**config.mk**
```make
export PLATFORM = sky130hd
export DESIGN_NAME = param_digital_lock
export DESIGN_NICKNAME = d
export VERILOG_FILES = /design/src/rtl/param_digital_lock.sv
export SDC_FILE = /design/constraint.sdc
export NUM_CORES = 1
export LEC_CHECK = 0
export ABC_AREA = 1
export CORE_MARGIN = 2
export CORE_UTILIZATION = 50
export DETAILED_ROUTE_END_ITERATION = 10
export GPL_ROUTABILITY_DRIVEN = 0
export PLACE_DENSITY = 0.67
export SYNTH_ARGS = -nofsm -noshare
export SYNTH_HDL_FRONTEND = slang
export SYNTH_SLANG_ARGS = --single-unit
```
**constraint.sdc**
```tcl
create_clock -name clock -period 3.75 [get_ports clock]
set_clock_uncertainty 0.2 [all_clocks]
set_input_delay 0.5625 -clock clock [delete_from_list [all_inputs] [get_ports clock]]
set_output_delay 0.5625 -clock clock [all_outputs]
set_load 0.02 [all_outputs]
```
**src/rtl/param_digital_lock.sv**
```systemverilog
// param_digital_lock: parametrised keypad lock controller with set-and-confirm
// code entry, edge-qualified keys, idle timeout and entry-progress output.
// Optional lockout after repeated failures: define PARAM_LOCK_LOCKOUT_EN.
module param_digital_lock #(
  parameter int unsigned CLOCK_FREQ      = 50000000,
  parameter int unsigned TIMEOUT_CYCLES  = 10 * CLOCK_FREQ,
  parameter int unsigned PASSCODE_LENGTH = 4,
  parameter int unsigned KEY_WIDTH       = 4,
  parameter logic [KEY_WIDTH*PASSCODE_LENGTH-1:0] DEFAULT_PASSCODE = 16'h8148,
  parameter int unsigned MAX_ATTEMPTS    = 3,
  parameter int unsigned LOCKOUT_CYCLES  = 30 * CLOCK_FREQ
) (
  input  logic                                 clock,
  input  logic                                 reset,
  input  logic [KEY_WIDTH-1:0]                 key,
  output logic                                 locked,
  output logic                                 error,
  output logic                                 lockout,
  output logic [$clog2(PASSCODE_LENGTH+1)-1:0] entry_count
);

  localparam int unsigned CODE_W = KEY_WIDTH * PASSCODE_LENGTH;
  localparam int unsigned CNT_W  = $clog2(PASSCODE_LENGTH + 1);
  localparam int unsigned TO_W   = $clog2(TIMEOUT_CYCLES + 1);
`ifdef PARAM_LOCK_LOCKOUT_EN
  localparam int unsigned FAIL_W = $clog2(MAX_ATTEMPTS + 1);
  localparam int unsigned LO_W   = $clog2(LOCKOUT_CYCLES + 1);
`endif

  typedef enum logic [2:0] {
    ST_SET1,
    ST_SET2,
    ST_SET_CHECK,
    ST_LOCK_READ,
    ST_LOCK_CHECK
`ifdef PARAM_LOCK_LOCKOUT_EN
    , ST_LOCKOUT
`endif
  } state_t;

  state_t             state_q, state_d;
  logic [CODE_W-1:0]  entry_q, entry_d;
  logic [CODE_W-1:0]  cand_q, cand_d;
  logic [CODE_W-1:0]  saved_q, saved_d;
  logic [CNT_W-1:0]   count_q, count_d;
  logic [TO_W-1:0]    idle_q, idle_d;
  logic               key_held_q, key_held_d;
  logic               locked_q, locked_d;
  logic               error_q, error_d;
`ifdef PARAM_LOCK_LOCKOUT_EN
  logic [FAIL_W-1:0]  fail_q, fail_d;
  logic [LO_W-1:0]    lo_cnt_q, lo_cnt_d;
  logic               lockout_q, lockout_d;
`endif

  logic               key_edge;
  logic               last_digit;
  logic               collecting;
  logic               timer_run;
  logic               expired;
  logic [CODE_W-1:0]  shifted;

  // Qualifiers shared by the next-state logic
  assign key_edge   = (|key) && !key_held_q;
  assign last_digit = key_edge && (count_q == CNT_W'(PASSCODE_LENGTH - 1));
  assign shifted    = (entry_q << KEY_WIDTH) | CODE_W'(key);
  assign collecting = (state_q == ST_SET1) || (state_q == ST_SET2) ||
                      (state_q == ST_LOCK_READ);
  assign timer_run  = (count_q != '0) || (state_q == ST_SET2);
  assign expired    = timer_run && (idle_q == TO_W'(TIMEOUT_CYCLES - 1));

  // Next-state and next-output computation
  always_comb begin
    state_d    = state_q;
    entry_d    = entry_q;
    cand_d     = cand_q;
    saved_d    = saved_q;
    count_d    = count_q;
    idle_d     = '0;
    key_held_d = |key;
    locked_d   = locked_q;
    error_d    = error_q;
`ifdef PARAM_LOCK_LOCKOUT_EN
    fail_d     = fail_q;
    lo_cnt_d   = lo_cnt_q;
    lockout_d  = lockout_q;
`endif

    // Digit capture and idle timeout; a key edge on the expiry cycle wins
    if (collecting) begin
      if (key_edge) begin
        entry_d = shifted;
        count_d = count_q + CNT_W'(1);
        error_d = 1'b0;
      end else if (expired) begin
        error_d = 1'b1;
        entry_d = '0;
        count_d = '0;
        state_d = (state_q == ST_LOCK_READ) ? ST_LOCK_READ : ST_SET1;
      end else if (timer_run) begin
        idle_d = idle_q + TO_W'(1);
      end
    end

    case (state_q)
      ST_SET1: begin
        if (last_digit) begin
          cand_d  = shifted;
          entry_d = '0;
          count_d = '0;
          state_d = ST_SET2;
        end
      end
      ST_SET2: begin
        if (last_digit) state_d = ST_SET_CHECK;
      end
      ST_SET_CHECK: begin
        entry_d = '0;
        count_d = '0;
        if (entry_q == cand_q) begin
          saved_d  = cand_q;
          locked_d = 1'b1;
          state_d  = ST_LOCK_READ;
        end else begin
          error_d = 1'b1;
          state_d = ST_SET1;
        end
      end
      ST_LOCK_READ: begin
        if (last_digit) state_d = ST_LOCK_CHECK;
      end
      ST_LOCK_CHECK: begin
        entry_d = '0;
        count_d = '0;
        if (entry_q == saved_q) begin
          locked_d = 1'b0;
`ifdef PARAM_LOCK_LOCKOUT_EN
          fail_d   = '0;
`endif
          state_d  = ST_SET1;
        end else begin
          error_d = 1'b1;
          state_d = ST_LOCK_READ;
`ifdef PARAM_LOCK_LOCKOUT_EN
          fail_d  = fail_q + FAIL_W'(1);
          if (fail_q == FAIL_W'(MAX_ATTEMPTS - 1)) begin
            lockout_d = 1'b1;
            lo_cnt_d  = '0;
            state_d   = ST_LOCKOUT;
          end
`endif
        end
      end
`ifdef PARAM_LOCK_LOCKOUT_EN
      ST_LOCKOUT: begin
        if (lo_cnt_q == LO_W'(LOCKOUT_CYCLES - 1)) begin
          lo_cnt_d  = '0;
          lockout_d = 1'b0;
          fail_d    = '0;
          state_d   = ST_LOCK_READ;
        end else begin
          lo_cnt_d = lo_cnt_q + LO_W'(1);
        end
      end
`endif
      default: state_d = ST_SET1;
    endcase
  end

  // State and output registers
  always_ff @(posedge clock or posedge reset) begin
    if (reset) begin
      state_q    <= ST_SET1;
      entry_q    <= '0;
      cand_q     <= '0;
      saved_q    <= DEFAULT_PASSCODE;
      count_q    <= '0;
      idle_q     <= '0;
      key_held_q <= 1'b1;
      locked_q   <= 1'b0;
      error_q    <= 1'b0;
`ifdef PARAM_LOCK_LOCKOUT_EN
      fail_q     <= '0;
      lo_cnt_q   <= '0;
      lockout_q  <= 1'b0;
`endif
    end else begin
      state_q    <= state_d;
      entry_q    <= entry_d;
      cand_q     <= cand_d;
      saved_q    <= saved_d;
      count_q    <= count_d;
      idle_q     <= idle_d;
      key_held_q <= key_held_d;
      locked_q   <= locked_d;
      error_q    <= error_d;
`ifdef PARAM_LOCK_LOCKOUT_EN
      fail_q     <= fail_d;
      lo_cnt_q   <= lo_cnt_d;
      lockout_q  <= lockout_d;
`endif
    end
  end

  assign locked      = locked_q;
  assign error       = error_q;
  assign entry_count = count_q;
`ifdef PARAM_LOCK_LOCKOUT_EN
  assign lockout     = lockout_q;
`else
  // Lockout parameters have no effect here; any legal setting (>= 1) gives 0
  localparam bit LOCKOUT_CFG_OK = (MAX_ATTEMPTS >= 1) && (LOCKOUT_CYCLES >= 1);
  assign lockout     = 1'b0 & LOCKOUT_CFG_OK;
`endif

endmodule

```
==> impl_metrics.prom <==
# TYPE chip_impl_metric gauge
chip_impl_metric{name="max-cap-violations",unit=""} 0
chip_impl_metric{name="gr-total-overflow",unit=""} 0
chip_impl_metric{name="clock_path_buffers",unit=""} 2
chip_impl_info{name="cts_tree",value="done"} 1
chip_impl_metric{name="worst_setup_hold_path_clk_slew",unit="ns"} 0.10
chip_impl_metric{name="count_of_standard_cell_rows",unit=""} 35
chip_impl_metric{name="final_layout_size_suffix_gt1_share",unit="%"} 8.85
chip_impl_metric{name="first_pass_grt_wire_length",unit="µm"} 17200
chip_impl_metric{name="dpl_worst_slack",unit="ns"} 1.10
chip_impl_metric{name="vias",unit=""} 3908
chip_impl_metric{name="clock_insertion_delay_worst_skew",unit="ns"} 0.36
chip_impl_metric{name="syn-instance-count",unit=""} 630
chip_impl_metric{name="place_hpwl",unit="µm"} 7150
chip_impl_metric{name="ys_async_sr_fraction",unit="%"} 100
chip_impl_metric{name="report.final.slew_viol_count",unit=""} 0
chip_impl_metric{name="synth_area",unit="µm²"} 4810
chip_impl_metric{name="synth.avg_cell_area",unit="µm²"} 7.63
chip_impl_metric{name="first_global_vias",unit=""} 3647
chip_impl_info{name="hold_path_end",value="saved_q[6]$_DFFE_PP1P_"} 1
chip_impl_info{name="min_path_type",value="reg2reg"} 1
chip_impl_metric{name="rel_slew_slack",unit="%"} 46.9
chip_impl_info{name="critical_path_class",value="reg2reg"} 1
chip_impl_metric{name="regToRegSetupSlack",unit="ns"} 1.40
chip_impl_metric{name="synth.distinct_cells",unit=""} 37
chip_impl_metric{name="ir_drop",unit="mV"} 0.210
chip_impl_metric{name="drt-wirelength-per-cell",unit="µm"} 13.0
chip_impl_metric{name="crit_fanout",unit=""} 35
chip_impl_metric{name="design.final.nets",unit=""} 649
chip_impl_metric{name="start_util",unit="%"} 51.8
chip_impl_metric{name="finalWirelength",unit="µm"} 10000
chip_impl_metric{name="io_pins",unit=""} 12
chip_impl_metric{name="core_region_area",unit="µm²"} 9280
chip_impl_metric{name="synth_fp_nets",unit=""} 640
chip_impl_metric{name="finalSetupTns",unit="ns"} 0
chip_impl_metric{name="antenna_found_initial",unit=""} 0
chip_impl_info{name="worstHoldStart",value="saved_q[6]$_DFFE_PP1P_"} 1
chip_impl_info{name="rsz0062_at_grt",value="false"} 1
chip_impl_metric{name="post_cts_hold_buffer_count",unit=""} 0
chip_impl_metric{name="synth-xor-area-share",unit="%"} 5.65
chip_impl_metric{name="buffer_ports.inserted",unit=""} 10
chip_impl_metric{name="detail-route-antenna-nets",unit=""} 0
chip_impl_metric{name="yosys_register_bits",unit=""} 86
chip_impl_metric{name="floorplan.die.height",unit="µm"} 102
chip_impl_metric{name="synth_compound_area_share",unit="%"} 7.21
chip_impl_info{name="setup.worst_path.start_class",value="flip-flop"} 1
chip_impl_metric{name="final_hold_viol_count",unit=""} 0
chip_impl_metric{name="post_drt_via_cell_ratio",unit=""} 5.06
chip_impl_metric{name="drc",unit=""} 0
chip_impl_info{name="timing.rr.end",value="saved_q[0]$_DFFE_PP0P_"} 1
chip_impl_metric{name="numCtsBuffers",unit=""} 9
chip_impl_metric{name="grt.total_usage",unit="%"} 21.1
chip_impl_metric{name="cts_resized",unit=""} 0
chip_impl_metric{name="fill_count",unit=""} 891
chip_impl_metric{name="worst-r2r-cell-count",unit=""} 7
chip_impl_metric{name="yosysWarnings",unit=""} 0
chip_impl_metric{name="crit_path_setup_slack_layout",unit="ns"} 1.40
chip_impl_metric{name="yosysSeqAreaShare",unit="%"} 44.9
chip_impl_metric{name="htree_depth",unit=""} 3
chip_impl_metric{name="yosys-mux-area-fraction",unit="%"} 0
chip_impl_metric{name="power_per_cell_area",unit="nW/µm²"} 505
chip_impl_info{name="layout.cells.most_common",value="sky130_fd_sc_hd__nand2_1"} 1
chip_impl_metric{name="portion_of_the_clock_cycle_consumed_by_the_worst_path_in_the_final_layout",unit="%"} 62.6
chip_impl_metric{name="cts_sinks",unit=""} 86
chip_impl_metric{name="critical_path_rt",unit="ns"} 3.77
chip_impl_metric{name="drt_iter0_drc",unit=""} 213
chip_impl_metric{name="tightest_slew",unit="ns"} 0.795
chip_impl_metric{name="post_synth_fa_ha_maj_area_fraction",unit="%"} 1.04
chip_impl_metric{name="floorplan.die.width",unit="µm"} 102
chip_impl_metric{name="layout-area-overhead-vs-synth",unit="%"} 7.47
chip_impl_metric{name="max_clock_freq",unit="MHz"} 426
chip_impl_metric{name="final_number_of_setup_violating_endpoints",unit=""} 0
chip_impl_info{name="outcome",value="complete, no violations"} 1
chip_impl_info{name="mostFrequentLayoutCells",value="sky130_fd_sc_hd__nand2_1, sky130_fd_sc_hd__nor2_1, sky130_fd_sc_hd__inv_1"} 1
chip_impl_metric{name="crit_arrival",unit="ns"} 2.37
chip_impl_metric{name="synth_edf_count",unit=""} 0
chip_impl_metric{name="finalCriticalPeriod",unit="ns"} 2.35
chip_impl_metric{name="p_leak",unit="nW"} 2.40
chip_impl_metric{name="min_path_cells",unit=""} 2
chip_impl_metric{name="pin_count_of_the_biggest_net_entering_global_routing",unit=""} 36
chip_impl_info{name="postSynth.topFlopCell",value="sky130_fd_sc_hd__dfrtp_1"} 1
chip_impl_metric{name="post_cts_buffers",unit=""} 0
chip_impl_info{name="combinational_family_with_the_most_area_after_synthesis",value="simple AND/OR/NAND/NOR gates"} 1
chip_impl_metric{name="post_synth_and_or_nand_nor_area_fraction",unit="%"} 31.6
chip_impl_metric{name="antenna_diode_count",unit=""} 0
chip_impl_info{name="cp-end-kind",value="flip-flop"} 1
chip_impl_metric{name="die_area",unit="µm²"} 10400
chip_impl_info{name="cts_root_buffer",value="sky130_fd_sc_hd__clkbuf_8"} 1
chip_impl_metric{name="detail_route.first_pass.iterations",unit=""} 4
chip_impl_info{name="r2r_start",value="entry_q[12]$_DFF_PP0_"} 1
==> cell families after synthesis <==
logic type / count (synthesis)
AO/OA/AOI/OAI: 62
other: 1
buffers and inverters: 104
XOR/XNOR: 31
adder cells (fa/ha/maj): 4
AND/OR/NAND/NOR: 342
flip-flops: 86
==> per-layer routing <==
layer  GRT usage [%]  wire length (µm)  vias up
met3            3.01               420       15
met5               0                 0        -
met4            7.18               157        0
met2            30.3              4260       86
met1            32.7              5210     1837
li1                -                 -     1970
==> worst max-delay path: stages, from the launching register on <==
cell and delay, ns:
sky130_fd_sc_hd__dfrtp_1 0.45, sky130_fd_sc_hd__xor2_1 0.16, sky130_fd_sc_hd__nor2_1 0.12, sky130_fd_sc_hd__nand2_1 0.09, sky130_fd_sc_hd__nor2_1 0.19, sky130_fd_sc_hd__nand3_2 0.65, sky130_fd_sc_hd__nand2_1 0.27, sky130_fd_sc_hd__o21ai_2 0.08
==> Yosys cell counts (7+ instances only) <==
library cell                n  area (µm²)
sky130_fd_sc_hd__o21ai_1   11        55.1
sky130_fd_sc_hd__nand2_1  151         567
sky130_fd_sc_hd__xor2_1    22         193
sky130_fd_sc_hd__nand3_1   33         165
sky130_fd_sc_hd__inv_1     86         323
sky130_fd_sc_hd__o21ai_0   16        80.1
sky130_fd_sc_hd__nand4_1   11        68.8
sky130_fd_sc_hd__nand2_2    7        43.8
sky130_fd_sc_hd__xnor2_1    9        78.8
sky130_fd_sc_hd__a21oi_1   27         135
sky130_fd_sc_hd__nor3_1     8        40.0
sky130_fd_sc_hd__nor2_1   107         402
sky130_fd_sc_hd__dfrtp_1   81        2030
==> flip-flops by register name, summed over array words and instances (netlist names) <==
| name | flops |
|---|---|
| idle_q | 29 |
| cand_q | 16 |
| entry_q | 16 |
| saved_q | 16 |
| entry_count | 3 |
| state_q | 3 |
| error | 1 |
| key_held_q | 1 |
| locked | 1 |
==> power breakdown <==
| part | internal (W) | switching (W) | total (W) | leakage, nW |
|---|---|---|---|---|
| registers | 0.00106 | 0.000192 | 0.00126 | 1.11 |
| logic | 0.000279 | 0.000413 | 0.000692 | 1.20 |
| clock network | 0.000313 | 0.000351 | 0.000663 | 0.0895 |
| total | 0.00166 | 0.000955 | 0.00261 | 2.40 |
==> stage by stage <==
step	hold WS (ns)	area [µm²]	cells	total power, W	util [%]
2_1_floorplan	0.251	4810	630	0.00176	-
3_3_place_gp	0.270	4970	757	0.00194	53.5
3_5_place_dp	0.275	4970	757	0.00197	53.5
4_1_cts	0.290	5170	773	0.00263	55.7
5_1_grt	0.312	5170	773	0.00280	55.7
6_report	0.286	5170	773	0.00261	55.7
==> how the worst max path moves through the flow <==
stage                                     start                  endpoint  slack [ns]  cells past startpoint
after global routing      entry_q[10]$_DFF_PP0_    saved_q[8]$_DFFE_PP1P_        1.16                      6
after CTS                 entry_q[14]$_DFF_PP0_    saved_q[0]$_DFFE_PP0P_        1.40                      7
final                     entry_q[12]$_DFF_PP0_    saved_q[0]$_DFFE_PP0P_        1.40                      7
after global placement                   key[2]  entry_count[0]$_DFF_PP0_        1.13                      9
after detailed placement                 key[2]  entry_count[0]$_DFF_PP0_        1.10                      9
after floorplan                           reset     cand_q[0]$_DFFE_PP0P_        0.77                      1
==> final cells by class <==
| class | instances | area, µm² | share of cell area (%) |
|---|---|---|---|
| Tap cell | 129 | 161 | 3.12 |
| Timing Repair Buffer | 13 | 123 | 2.37 |
| Clock inverter | 6 | 70.1 | 1.36 |
| Clock buffer | 10 | 128 | 2.47 |
| Sequential cell | 86 | 2160 | 41.8 |
| Inverter | 89 | 335 | 6.49 |
| Multi-Input combinational cell | 440 | 2190 | 42.4 |
No activity file was read; power rests on OpenSTA's default activity.
